File: src/rtl/arb_mux_pkg.sv
// rtl/arb_mux_pkg.sv - shared defaults and channel-index width helper for arb_mux
package arb_mux_pkg;

  localparam int N_CH_DEFAULT  = 4;
  localparam int WIDTH_DEFAULT = 8;

  // A single-channel build still needs a 1-bit index so ports never collapse to zero width.
  function automatic int chan_w(input int n_ch);
    return (n_ch > 1) ? $clog2(n_ch) : 1;
  endfunction

endpackage

File: src/rtl/arb_mux_rr_pick.sv
// rtl/arb_mux_rr_pick.sv - combinational round-robin picker
// Searches ptr+1, ptr+2, ... modulo N_CH and returns the first requester.
module rr_pick
  import arb_mux_pkg::*;
#(
  parameter int N_CH = N_CH_DEFAULT,
  parameter int CW   = chan_w(N_CH)
) (
  input  logic [N_CH-1:0] req,
  input  logic [CW-1:0]   ptr,
  output logic [N_CH-1:0] grant,
  output logic [CW-1:0]   idx,
  output logic            any
);

  logic [CW-1:0] cand;

  // k runs to N_CH so the last-granted channel itself is considered last.
  always_comb begin
    grant = '0;
    idx   = '0;
    any   = 1'b0;
    cand  = '0;
    for (int k = 1; k <= N_CH; k++) begin
      cand = CW'((int'(ptr) + k) % N_CH);
      if (!any && req[cand]) begin
        any         = 1'b1;
        grant[cand] = 1'b1;
        idx         = cand;
      end
    end
  end

endmodule

File: src/rtl/arb_mux.sv
// rtl/arb_mux.sv - round-robin N:1 stream arbiter with a registered output stage
// Holds one output word; a drain and a new grant may share a cycle for full throughput.
module arb_mux
  import arb_mux_pkg::*;
#(
  parameter int N_CH  = N_CH_DEFAULT,
  parameter int WIDTH = WIDTH_DEFAULT,
  parameter int CW    = chan_w(N_CH)
) (
  input  logic                  clk,
  input  logic                  rst,
  input  logic [N_CH-1:0]       in_valid,
  input  logic [N_CH*WIDTH-1:0] in_data,
  output logic [N_CH-1:0]       in_ready,
  output logic                  out_valid,
  output logic [WIDTH-1:0]      out_data,
  output logic [CW-1:0]         out_chan,
  input  logic                  out_ready
);

  logic             out_valid_q, out_valid_d;
  logic [WIDTH-1:0] out_data_q,  out_data_d;
  logic [CW-1:0]    out_chan_q,  out_chan_d;
  logic [CW-1:0]    ptr_q,       ptr_d;

  logic             load_en;
  logic [N_CH-1:0]  pick_grant;
  logic [CW-1:0]    pick_idx;
  logic             pick_any;
  logic [WIDTH-1:0] sel_data;

  rr_pick #(
    .N_CH (N_CH),
    .CW   (CW)
  ) u_pick (
    .req   (in_valid),
    .ptr   (ptr_q),
    .grant (pick_grant),
    .idx   (pick_idx),
    .any   (pick_any)
  );

  // One-hot AND-OR select avoids a variable part-select on the wide data bus.
  always_comb begin
    sel_data = '0;
    for (int i = 0; i < N_CH; i++) begin
      if (pick_grant[i]) begin
        sel_data = sel_data | in_data[i*WIDTH +: WIDTH];
      end
    end
  end

  always_comb begin
    load_en     = !out_valid_q || out_ready;
    out_valid_d = out_valid_q;
    out_data_d  = out_data_q;
    out_chan_d  = out_chan_q;
    ptr_d       = ptr_q;
    // Gated by rst so nothing is acknowledged that the reset edge will then drop.
    in_ready    = (load_en && !rst) ? pick_grant : '0;
    if (load_en) begin
      if (pick_any) begin
        out_valid_d = 1'b1;
        out_data_d  = sel_data;
        out_chan_d  = pick_idx;
        ptr_d       = pick_idx;
      end else begin
        out_valid_d = 1'b0;
      end
    end
  end

  always_ff @(posedge clk) begin
    if (rst) begin
      out_valid_q <= 1'b0;
      out_data_q  <= '0;
      out_chan_q  <= '0;
      ptr_q       <= CW'(N_CH - 1);
    end else begin
      out_valid_q <= out_valid_d;
      out_data_q  <= out_data_d;
      out_chan_q  <= out_chan_d;
      ptr_q       <= ptr_d;
    end
  end

  assign out_valid = out_valid_q;
  assign out_data  = out_data_q;
  assign out_chan  = out_chan_q;

endmodule

File: config.mk
export PLATFORM = sky130hd
export DESIGN_NAME = arb_mux
export DESIGN_NICKNAME = d
export VERILOG_FILES = /design/src/rtl/arb_mux_pkg.sv /design/src/rtl/arb_mux_rr_pick.sv /design/src/rtl/arb_mux.sv
export SDC_FILE = /design/constraint.sdc
export NUM_CORES = 1
export LEC_CHECK = 0
export ABC_AREA = 1
export BUFFER_PORTS_ARGS = -buffer_cell sky130_fd_sc_hd__buf_2
export CAP_MARGIN = 20
export CORE_MARGIN = 3
export CORE_UTILIZATION = 49
export DETAILED_ROUTE_END_ITERATION = 16
export HOLD_SLACK_MARGIN = 0.15
export PLACE_DENSITY = 0.8
export SLEW_MARGIN = 5
export SYNTH_ARGS = -nofsm -noshare
export SYNTH_HDL_FRONTEND = slang
export SYNTH_HIERARCHICAL = 1
export SYNTH_SLANG_ARGS = --single-unit
File: constraint.sdc
create_clock -name clk -period 3.1 [get_ports clk]
set_input_delay 0.62 -clock clk [delete_from_list [all_inputs] [get_ports clk]]
set_output_delay 0.62 -clock clk [all_outputs]
set_load 0.02 [all_outputs]
==> results.toml <==
[run_status]
status = "complete, no violations"

[power]
power_density_nw_per_um2 = 1126
switching_share = 0.5642
internal-power_mw = 0.8231
p_leak_nw = 1.005
p_switching_mw = 1.066
clkPwrFrac = 0.053
vdd_drop_max_uv = 773.4
p_seq_frac = 0.141
comb_power_share = 0.806

[finish]
fin_nets = 339
antenna_cells = 0
drive_gt1_frac = 0.2715
synthToLayoutAreaGrowth_pct = 22.58
nFillCells = 258

[timing]
hold_viol = 0
fin_skew_ps = 7.856
setup_viol = 0
period_share = 0.9243
slew_viol_final = 0
rsz0062_at_grt = "no"
finalSetupTns_ps = 0
hold_ws_ps = 460.4
tightest_slew_ps = 348.8
layout_min_cycle_time_ps = 2865
fmax_ghz = 0.3490
maxSlewHeadroom = 0.7666

[drt]
top_layer_used = "met4"
wl_met1_um = 1538
dr_wl_met2_um = 1365
routedWlPerCell_um = 9.835
drc = 0
wirelength_um = 3157
drt_pass1_iterations = 4
vias = 1509
drtIter0Drc = 69
route.met3.wl_um = 220
drt-vias-per-instance = 4.701
detail-route-antenna-nets = 0

[yosys]
synthTopCellsByCount = "nand2_1 (91), inv_1 (35), nand3_1 (23)"
synth_area_sq_um = 1369
syn_nets = 284
synth_top_area_frac = 0.2495
synth_area_leader_cell = "nand2_1"
ys_types = 18
synth.area.top_cells = "nand2_1 (25%), dfxtp_1 (19%), inv_1 (9.6%)"
syn_area_per_cell_sq_um = 5.776
synth_edf_count = 0
synth_seq_area_share = 0.1901
syn_inst = 237
synth_ff_type = "dfxtp_1"
ys_warn_count = 6
async_flop_share = 0
synth-seq-cells = 13
yosysMostFrequentCell = "nand2_1"

[clock_network]
clk_pin_slew_ps = 80
clkLatencyLatePin_ps = 270
clk_path_buf_depth = 2
cts-resized-gates = 0
cts_buffers = 3
htreeDepth = 1
cts_hold_buffers = 0
cts-root-buf = "clkbuf_4"
cts.sink_count = 13
cts_tree = "done"
cts_setup_buffers = 0

[place]
port_buffers = 53
dp_hpwl_um = 2580
place_congestion = 1.019

[critical_path]
regToRegStartpoint = "ptr_q[0]"
reg2reg_slack_ps = 840
startpoint = "ptr_q[0]"
required_ps = 2480
worstSetupPathType = "reg -> out"
cp-end-kind = "output pin"
arrival_ps = 2250
critPathLaunchType = "register"
crit_fanout = 13

[hold_path]
min_path_type = "reg -> reg"
hold_start = "out_chan[0]"

[die]
initial_core_util = 0.5331
ios = 54
rows = 18
die_w_um = 58.86
die-area_sq_um = 3464
core_area_sq_um = 2567
die_h_um = 58.86

[grt]
antenna_found_initial = 0
grt_max_degree = 22
first_global_vias = 1212
grt_pass1_wl_um = 5030
grt_overflow_total = 0
gr-usage-all-layers = 0.1816

[job]
max_cap_viol_count = 0
[kinds of logic (layout without fill, tap and decap cells)]
group,after synthesis,after routing,synth area share
compound gates,15,15,0.06216
fa+ha+maj,8,8,0.07313
buf+inv,47,101,0.1581
flops,13,13,0.1901
simple gates,154,154,0.5165
[area by class of cell]
type,instances,area [sq um],share of cell area
multi-input combinational,177,892.1,0.5317
timing repair buffer,59,310.3,0.1849
sequential,13,260.3,0.1551
inverter,38,150.1,0.08949
tap,30,37.54,0.02237
clock buffer,3,22.52,0.01342
clock inverter,1,5.005,0.002983
[worst max-delay path: stages, from the launching register on]
cell and delay [ps]:
dfxtp_1 440, inv_8 90, ha_1 370, inv_2 80
nand3_4 120, nand2_4 70, nor2_4 250, nand4_1 120
nand3_1 110, inv_1 50, nor2_1 100, buf_2 170
[per-stage QoR]
step | cell area (sq um) | power [mW] | setup WS [ps] | std cells | utilization
final | 1678 | 1.889 | 234.8 | 321 | 0.6535
after global routing | 1678 | 2.129 | 53.35 | 321 | 0.6535
after CTS | 1678 | 1.898 | 242.4 | 321 | 0.6535
after detailed placement | 1650 | 1.791 | 555.6 | 317 | 0.6428
after global placement | 1650 | 1.778 | 624.9 | 317 | 0.6428
after floorplan | 1369 | 1.482 | 352.3 | 237 | -
[power by group through the flow]
stage / Combinational (mW) / Clock (mW) / Sequential [mW]
after global placement: 1.51 / 0 / 0.269
after floorplan: 1.14 / 0 / 0.340
final: 1.52 / 0.100 / 0.267
after global routing: 1.74 / 0.113 / 0.273
after detailed placement: 1.52 / 0 / 0.271
after CTS: 1.53 / 0.105 / 0.267
[flip-flops by register name, indices dropped and copies added (netlist names)]
register   cells
ptr_q          2
out_valid      1
out_data       8
out_chan       2
[cell usage in the layout (no fill, tap or decap), drive strengths merged]
cell / n
a21boi: 4
a21oi: 11
buf: 59
clkbuf: 3
clkinv: 1
dfxtp: 13
ha: 8
inv: 38
nand2: 100
nand3: 25
nand4: 6
nor2: 23
[metal layers]
metal,global-route usage,vias to the layer above
li1,-,831
met1,0.2606,624
met2,0.2886,50
met3,0.01754,4
met4,0.04854,0
met5,0,-
[final timing paths]
check / endpoint / depth (start not counted)
worst max-delay path: in_ready[1] / 11
worst min-delay path: out_chan[0] / 2
worst max register to register: out_data[4] / 11
worst min register to register: out_chan[0] / 2
Note: power is estimated with default switching activity, not from simulation.
